<file path="config.mk">
export PLATFORM = sky130hd
export DESIGN_NAME = qpsk_ber_meter_flat
export DESIGN_NICKNAME = d
export VERILOG_FILES = /design/src/rtl/qpsk_ber_meter_if.sv /design/src/rtl/qpsk_ber_meter.sv /design/src/flat_wrapper.sv
export SDC_FILE = /design/constraint.sdc
export NUM_CORES = 1
export LEC_CHECK = 0
export ABC_AREA = 1
export BUFFER_PORTS_ARGS = -buffer_cell sky130_fd_sc_hd__buf_2
export CAP_MARGIN = 30
export CORE_MARGIN = 10
export CORE_UTILIZATION = 55
export DETAILED_ROUTE_END_ITERATION = 16
export HOLD_SLACK_MARGIN = 0.05
export PLACE_DENSITY = 0.76
export SLEW_MARGIN = 10
export SYNTH_ARGS = -nofsm -noshare
export SYNTH_HDL_FRONTEND = slang
export SYNTH_SLANG_ARGS = --single-unit
</file>
<file path="constraint.sdc">
create_clock -name clk -period 4.2 [get_ports clk]
set_input_delay 0.21 -clock clk [delete_from_list [all_inputs] [get_ports clk]]
set_output_delay 0.21 -clock clk [all_outputs]
set_load 0.005 [all_outputs]
</file>
<file path="src/rtl/qpsk_ber_meter_if.sv">
// Sample, reference and status bundle between the channel model and the BER meter.
// Master drives stimulus (start, reference bits, channel samples); slave returns counters and flags.
// The bundle carries no backpressure; every valid is taken or dropped by the slave.
interface qpsk_ber_meter_if #(
  parameter int BI = 12
);
  logic                 start;
  logic                 ref_valid;
  logic [1:0]           ref_bits;
  logic                 in_valid;
  logic signed [BI-1:0] y_real;
  logic signed [BI-1:0] y_imag;
  logic                 busy;
  logic                 done;
  logic [31:0]          bit_count;
  logic [31:0]          err_count;
  logic [31:0]          erase_count;
  logic                 ref_ovf;
  logic                 ref_unf;

  modport master (
    output start, ref_valid, ref_bits, in_valid, y_real, y_imag,
    input  busy, done, bit_count, err_count, erase_count, ref_ovf, ref_unf
  );

  modport slave (
    input  start, ref_valid, ref_bits, in_valid, y_real, y_imag,
    output busy, done, bit_count, err_count, erase_count, ref_ovf, ref_unf
  );
endinterface

</file>
<file path="src/rtl/qpsk_ber_meter.sv">
// Hard-decision QPSK slicer plus bit/error counters over a frame; BER_ERASURE_EN adds erasures.
// Latency: counters reflect a sample 2 cycles after it is presented (decision stage, count stage).
// No backpressure: full reference FIFO drops pushes (ref_ovf), empty FIFO drops samples (ref_unf).
module qpsk_ber_meter #(
  parameter int BI         = 12,
  parameter int FRAME_SYMS = 320000,
  parameter int FIFO_DEPTH = 16,
  parameter int ERASE_THR  = 16
) (
  input logic             clk,
  input logic             reset,
  qpsk_ber_meter_if.slave bus
);

`ifdef BER_ERASURE_EN
  localparam bit ERASE_EN = 1'b1;
`else
  localparam bit ERASE_EN = 1'b0;
`endif

  localparam int              AW      = $clog2(FIFO_DEPTH);
  localparam int              YW      = BI + 1;
  localparam logic [20:0]     FRAME_N = 21'(FRAME_SYMS);
  localparam logic [AW:0]     PTR_ONE = (AW + 1)'(1);
  localparam logic signed [YW-1:0] THR_S = YW'(ERASE_THR);

  typedef enum logic [1:0] {
    S_IDLE,
    S_RUN,
    S_DONE
  } state_e;

  state_e      state_q, state_d;
  logic [AW:0] wr_ptr_q, wr_ptr_d;
  logic [AW:0] rd_ptr_q, rd_ptr_d;
  logic [1:0]  mem_q [FIFO_DEPTH];
  logic        s1_vld_q, s1_vld_d;
  logic [1:0]  s1_dec_q, s1_dec_d;
  logic [1:0]  s1_ref_q, s1_ref_d;
  logic [1:0]  s1_ers_q, s1_ers_d;
  logic [19:0] sym_q, sym_d;
  logic [31:0] bit_cnt_q, bit_cnt_d;
  logic [31:0] err_cnt_q, err_cnt_d;
  logic [31:0] ers_cnt_q, ers_cnt_d;
  logic        ovf_q, ovf_d;
  logic        unf_q, unf_d;

  logic fifo_empty, fifo_full, accept, take, pop, push;
  logic [1:0] dec, ers;

  function automatic logic [1:0] popcnt2(input logic [1:0] a);
    return {a[1] & a[0], a[1] ^ a[0]};
  endfunction

  function automatic logic [31:0] sat_add(input logic [31:0] a, input logic [1:0] b);
    logic [32:0] s;
    s = {1'b0, a} + {31'b0, b};
    return s[32] ? 32'hFFFF_FFFF : s[31:0];
  endfunction

  function automatic logic is_small(input logic [BI-1:0] y);
    logic signed [YW-1:0] ye;
    ye = $signed({y[BI-1], y});
    return (ye < THR_S) && (ye > -THR_S);
  endfunction

  assign fifo_empty = (wr_ptr_q == rd_ptr_q);
  assign fifo_full  = (wr_ptr_q[AW] != rd_ptr_q[AW]) &&
                      (wr_ptr_q[AW-1:0] == rd_ptr_q[AW-1:0]);

  // Stage 1 closes once committed plus in-flight symbols fill the frame.
  assign accept = (({1'b0, sym_q} + {20'b0, s1_vld_q}) < FRAME_N);
  assign take   = !bus.start && (state_q == S_RUN) && bus.in_valid && accept;
  assign pop    = take && !fifo_empty;
  assign push   = !bus.start && bus.ref_valid && (!fifo_full || pop);

  assign dec = {bus.y_imag[BI-1], bus.y_real[BI-1]};
  assign ers = {is_small(bus.y_imag) & ERASE_EN, is_small(bus.y_real) & ERASE_EN};

  always_comb begin
    state_d   = state_q;
    wr_ptr_d  = wr_ptr_q;
    rd_ptr_d  = rd_ptr_q;
    s1_vld_d  = 1'b0;
    s1_dec_d  = s1_dec_q;
    s1_ref_d  = s1_ref_q;
    s1_ers_d  = s1_ers_q;
    sym_d     = sym_q;
    bit_cnt_d = bit_cnt_q;
    err_cnt_d = err_cnt_q;
    ers_cnt_d = ers_cnt_q;
    ovf_d     = ovf_q;
    unf_d     = unf_q;

    if (bus.start) begin
      state_d   = S_RUN;
      wr_ptr_d  = '0;
      rd_ptr_d  = '0;
      sym_d     = '0;
      bit_cnt_d = '0;
      err_cnt_d = '0;
      ers_cnt_d = '0;
      ovf_d     = 1'b0;
      unf_d     = 1'b0;
    end else begin
      if (push) wr_ptr_d = wr_ptr_q + PTR_ONE;
      if (pop)  rd_ptr_d = rd_ptr_q + PTR_ONE;
      if (bus.ref_valid && fifo_full && !pop) ovf_d = 1'b1;
      if (take && fifo_empty) unf_d = 1'b1;

      s1_vld_d = pop;
      if (pop) begin
        s1_dec_d = dec;
        s1_ref_d = mem_q[rd_ptr_q[AW-1:0]];
        s1_ers_d = ers;
      end

      if (s1_vld_q) begin
        bit_cnt_d = sat_add(bit_cnt_q, 2'd2 - popcnt2(s1_ers_q));
        err_cnt_d = sat_add(err_cnt_q, popcnt2((s1_dec_q ^ s1_ref_q) & ~s1_ers_q));
        ers_cnt_d = sat_add(ers_cnt_q, popcnt2(s1_ers_q));
        sym_d     = sym_q + 20'd1;
        if (({1'b0, sym_q} + 21'd1) == FRAME_N) state_d = S_DONE;
      end
    end
  end

  always_ff @(posedge clk) begin
    if (!reset) begin
      state_q   <= S_IDLE;
      wr_ptr_q  <= '0;
      rd_ptr_q  <= '0;
      s1_vld_q  <= 1'b0;
      s1_dec_q  <= '0;
      s1_ref_q  <= '0;
      s1_ers_q  <= '0;
      sym_q     <= '0;
      bit_cnt_q <= '0;
      err_cnt_q <= '0;
      ers_cnt_q <= '0;
      ovf_q     <= 1'b0;
      unf_q     <= 1'b0;
    end else begin
      state_q   <= state_d;
      wr_ptr_q  <= wr_ptr_d;
      rd_ptr_q  <= rd_ptr_d;
      s1_vld_q  <= s1_vld_d;
      s1_dec_q  <= s1_dec_d;
      s1_ref_q  <= s1_ref_d;
      s1_ers_q  <= s1_ers_d;
      sym_q     <= sym_d;
      bit_cnt_q <= bit_cnt_d;
      err_cnt_q <= err_cnt_d;
      ers_cnt_q <= ers_cnt_d;
      ovf_q     <= ovf_d;
      unf_q     <= unf_d;
    end
  end

  // Storage needs no reset: the pointers alone define which entries are live.
  always_ff @(posedge clk) begin
    if (reset && push) mem_q[wr_ptr_q[AW-1:0]] <= bus.ref_bits;
  end

  assign bus.busy        = (state_q == S_RUN);
  assign bus.done        = (state_q == S_DONE);
  assign bus.bit_count   = bit_cnt_q;
  assign bus.err_count   = err_cnt_q;
  assign bus.erase_count = ers_cnt_q;
  assign bus.ref_ovf     = ovf_q;
  assign bus.ref_unf     = unf_q;

endmodule

</file>
<file path="src/flat_wrapper.sv">
// flat-port wrapper written by rule: the top's interface ports become plain ports
module qpsk_ber_meter_flat 
#(
  parameter int BI         = 12,
  parameter int FRAME_SYMS = 320000,
  parameter int FIFO_DEPTH = 16,
  parameter int ERASE_THR  = 16
)
  (clk, reset, bus_start, bus_ref_valid, bus_ref_bits, bus_in_valid, bus_y_real, bus_y_imag, bus_busy, bus_done, bus_bit_count, bus_err_count, bus_erase_count, bus_ref_ovf, bus_ref_unf);
  qpsk_ber_meter_if #(.BI(BI)) bus_i ();
  input logic clk;
  input logic reset;
  input wire logic [$bits(bus_i.start)-1:0] bus_start;
  input wire logic [$bits(bus_i.ref_valid)-1:0] bus_ref_valid;
  input wire logic [$bits(bus_i.ref_bits)-1:0] bus_ref_bits;
  input wire logic [$bits(bus_i.in_valid)-1:0] bus_in_valid;
  input wire logic [$bits(bus_i.y_real)-1:0] bus_y_real;
  input wire logic [$bits(bus_i.y_imag)-1:0] bus_y_imag;
  output wire logic [$bits(bus_i.busy)-1:0] bus_busy;
  output wire logic [$bits(bus_i.done)-1:0] bus_done;
  output wire logic [$bits(bus_i.bit_count)-1:0] bus_bit_count;
  output wire logic [$bits(bus_i.err_count)-1:0] bus_err_count;
  output wire logic [$bits(bus_i.erase_count)-1:0] bus_erase_count;
  output wire logic [$bits(bus_i.ref_ovf)-1:0] bus_ref_ovf;
  output wire logic [$bits(bus_i.ref_unf)-1:0] bus_ref_unf;
  assign bus_i.start = bus_start;
  assign bus_i.ref_valid = bus_ref_valid;
  assign bus_i.ref_bits = bus_ref_bits;
  assign bus_i.in_valid = bus_in_valid;
  assign bus_i.y_real = bus_y_real;
  assign bus_i.y_imag = bus_y_imag;
  assign bus_busy = bus_i.busy;
  assign bus_done = bus_i.done;
  assign bus_bit_count = bus_i.bit_count;
  assign bus_err_count = bus_i.err_count;
  assign bus_erase_count = bus_i.erase_count;
  assign bus_ref_ovf = bus_i.ref_ovf;
  assign bus_ref_unf = bus_i.ref_unf;
  qpsk_ber_meter #(.BI(BI), .FRAME_SYMS(FRAME_SYMS), .FIFO_DEPTH(FIFO_DEPTH), .ERASE_THR(ERASE_THR)) u_core (.clk(clk), .reset(reset), .bus(bus_i));
endmodule
</file>
==> results.txt <==
status -> finished clean
Routed WL -> 17900 um
core area -> 13400 sq um
share of post-route cells with drive strength above 1 -> 0.149
multi-input logic area -> 3960 sq um
number of synthesis warnings -> 0
maximum clock rate -> 0.319 GHz
Synth Instances -> 1012
drt first-iter violations -> 473
Hold Buf Count CTS -> 0
Cell Area, Synth -> 7610 sq um
Crit path required time -> 4520 ps
share of the synthesized area in the top cell type -> 0.271
DRC -> 0
Hold Fails Final Rpt -> 0
clock slew at reported path FFs -> 60 ps
Final GP Congestion -> 0.883
PostCTS Resize Cnt -> 0
Layout area overhead -> 12.3%
clock latency on the worst-skew pair -> 430 ps
worst-path fanout max -> 6
vias in the first global route -> 6249
P per Cell Area -> 328 nW/um^2
Startpoint Class -> flip-flop
final setup fails -> 0
Synth Area in Simple Gates -> 0.303
setup total negative slack -> 0 ps
WS Path Type -> flip-flop to flip-flop
WL per Instance -> 14.1 um
CTS buffer count -> 17
post-synthesis register bit count -> 135
Worst Tran Pin Value -> 731 ps
global-route wire length before repair -> 29500 um
Initial Util -> 0.568
pins over their slew limit -> 0
Synth Area in Adders -> 0.0191
half-perimeter wire length after placement -> 12800 um
CP Launch Point -> u_core.s1_dec_q[1]
number of vias per cell -> 5.29
Synth area leader -> dfxtp_1
synth top area cells -> dfxtp_1 27%, edfxtp_1 13%, nand2_1 9.7%
antenna violations before repair -> 0
mux share of post-synthesis cell area -> 0
Cell variety after synth -> 46
Die H -> 138 um
number of max-cap violations -> 0
worst path cell trace -> xor2_1, ha_1, ha_1, inv_1, fa_1, nor2_1, nand3_1, nor2_1, nand2_1, nor2_1, nand2_1, nor2_2, nand3_1, o21ai_0, nand2_1, o21a_1
# port buffers -> 76
FF/Latch Area -> 3020 sq um
Max stage delay on crit path -> 380 ps
via count -> 6738
Total GRT Usage -> 0.191
CP delay by family, top -> simple AND/OR/NAND/NOR gates
number of buffers and inverters on the critical path -> 1
Fillers -> 1201
Tcrit/Tclk final -> 0.746
unrepaired setup endpoints after global routing -> false
post-synthesis sequential area ratio -> 0.397
largest net degree at the start of global routing -> 38
RR Startpoint -> u_core.s1_dec_q[1]
Row Count -> 42
Final Cell Area -> 8550 sq um
Slew headroom -> 0.508
Pleak -> 0.00322 uW
Die X -> 138 um
VDD IR-drop max -> 0.000265 V
clock skew -> 5.70 ps
critical path's slowest cell -> fa_1
clk sink count -> 135
Pre-antenna DRT Iters -> 5
post-synthesis compound-gate area fraction -> 0.115
H-tree Lvls -> 4
CTS tree -> built
Worst setup EP type -> flip-flop
worst min path class -> input port to flip-flop
die footprint -> 18900 sq um
clk root buf -> clkbuf_16
synthesized area per cell -> 7.52 sq um
Final #Nets -> 1126
gr ovfl total -> 0
final std cells w/o fill -> 1273
CTS Buffer Depth -> 2
placed insts -> 1241
I/O pin cnt -> 131
# diodes -> 0
DP Area -> 8000 sq um
largest family of logic cells by synthesized area -> simple AND/OR/NAND/NOR gates
Synth Area in XOR/XNOR -> 0.0679
post-route ant nets -> 0
Hold Crit Start -> bus_ref_valid
Post-CTS Repair Setup Buffers -> 0
Worst EP arrival -> 3450 ps
setup slack, reg-to-reg -> 1070 ps
clock period minus worst slack -> 3130 ps
## cell type report
class	instances	share of cell area
well taps	176	0.0258
inverters	103	0.0452
multi-input cells	748	0.464
clock buffers	17	0.0498
flip-flops and latches	135	0.354
clock inverters	15	0.0149
repair buffers	79	0.0471
## layer usage
layer | vias up | track usage | part of all wire
li1 | 3415 | - | -
met1 | 3066 | 0.232 | 0.43
met2 | 223 | 0.317 | 0.47
met3 | 34 | 0.0455 | 0.070
met4 | 0 | 0.0796 | 0.023
met5 | - | 0 | 0
## worst register-to-register path: stages (launching register included)
cell,delay (ps)
dfxtp_1,320
xor2_1,160
ha_1,290
ha_1,160
inv_1,80
fa_1,380
nor2_1,160
nand3_1,80
nor2_1,160
nand2_1,70
nor2_1,190
nand2_1,180
nor2_2,190
nand3_1,190
o21ai_0,190
nand2_1,70
o21a_1,160
## cell usage after synthesis, drive strengths merged
cell    number
nand2      205
nor2       161
dfxtp      103
inv        103
a21oi       66
nand3       53
o21ai       50
buf         39
xor2        38
edfxtp      32
nor3        30
nand4       24
xnor2       21
clkbuf      18
a31oi       16
ha          10
o211ai       8
nor4         7
o22ai        7
or2          4
nand3b       3
o21a         3
o31ai        3
a211oi       2
a22o         2
conb         1
fa           1
nand2b       1
o21bai       1
## stage by stage
stage	setup slack [ps]	power, uW	util	hold WS [ps]
after floorplan	1470	1420	-	309
after global routing	634	2880	0.638	103
after CTS	1090	2820	0.638	53.0
after global placement	1200	1420	0.597	438
after detailed placement	1160	1420	0.597	447
final	1070	2800	0.638	59.4
## registers in the layout (all words and copies together) (netlist names)
signal                flops
u_core.mem_q             32
u_core.s1_dec_q           2
u_core.bus.ref_unf        1
u_core.s1_vld_q           1
u_core.bus.err_count     32
u_core.rd_ptr_q           5
u_core.bus.ref_ovf        1
u_core.state_q            2
u_core.s1_ref_q           2
u_core.bus.bit_count     32
u_core.sym_q             20
u_core.wr_ptr_q           5
## report_power, final
| part | switching [uW] | internal, uW | total [uW] |
|---|---|---|---|
| logic | 47.6 | 12.5 | 60.1 |
| registers | 2.55 | 1330 | 1330 |
| clock network | 596 | 815 | 1410 |
| total | 646 | 2160 | 2800 |
## placed cells by master, fill, tap and decap left out, types with 21 or more instances in the layout
| master | n |
|---|---|
| xnor2_1 | 21 |
| nand3_1 | 50 |
| nand2_1 | 196 |
| dfxtp_1 | 103 |
| buf_2 | 76 |
| nand4_1 | 23 |
| xor2_1 | 38 |
| a21oi_1 | 65 |
| inv_1 | 99 |
| nor3_1 | 29 |
| conb_1 | 32 |
| nor2_1 | 126 |
| edfxtp_1 | 32 |
| o21ai_0 | 49 |
## final timing paths
path	endpoint	cells past startpoint
max	u_core.bus.err_count[30]	16
min	u_core.bus.ref_ovf	3
max reg2reg	u_core.bus.err_count[30]	16
min reg2reg	u_core.bus.bit_count[0]	2
## cell families (layout without fill, tap and decap cells)
kind of cell,count (synthesis),in the layout
simple gates,488,488
buf+inv,160,214
compound gates,158,158
flops,135,135
xor+xnor,59,59
fa+ha+maj,11,11
other cells,1,32
No activity file was read; power rests on OpenSTA's default activity.
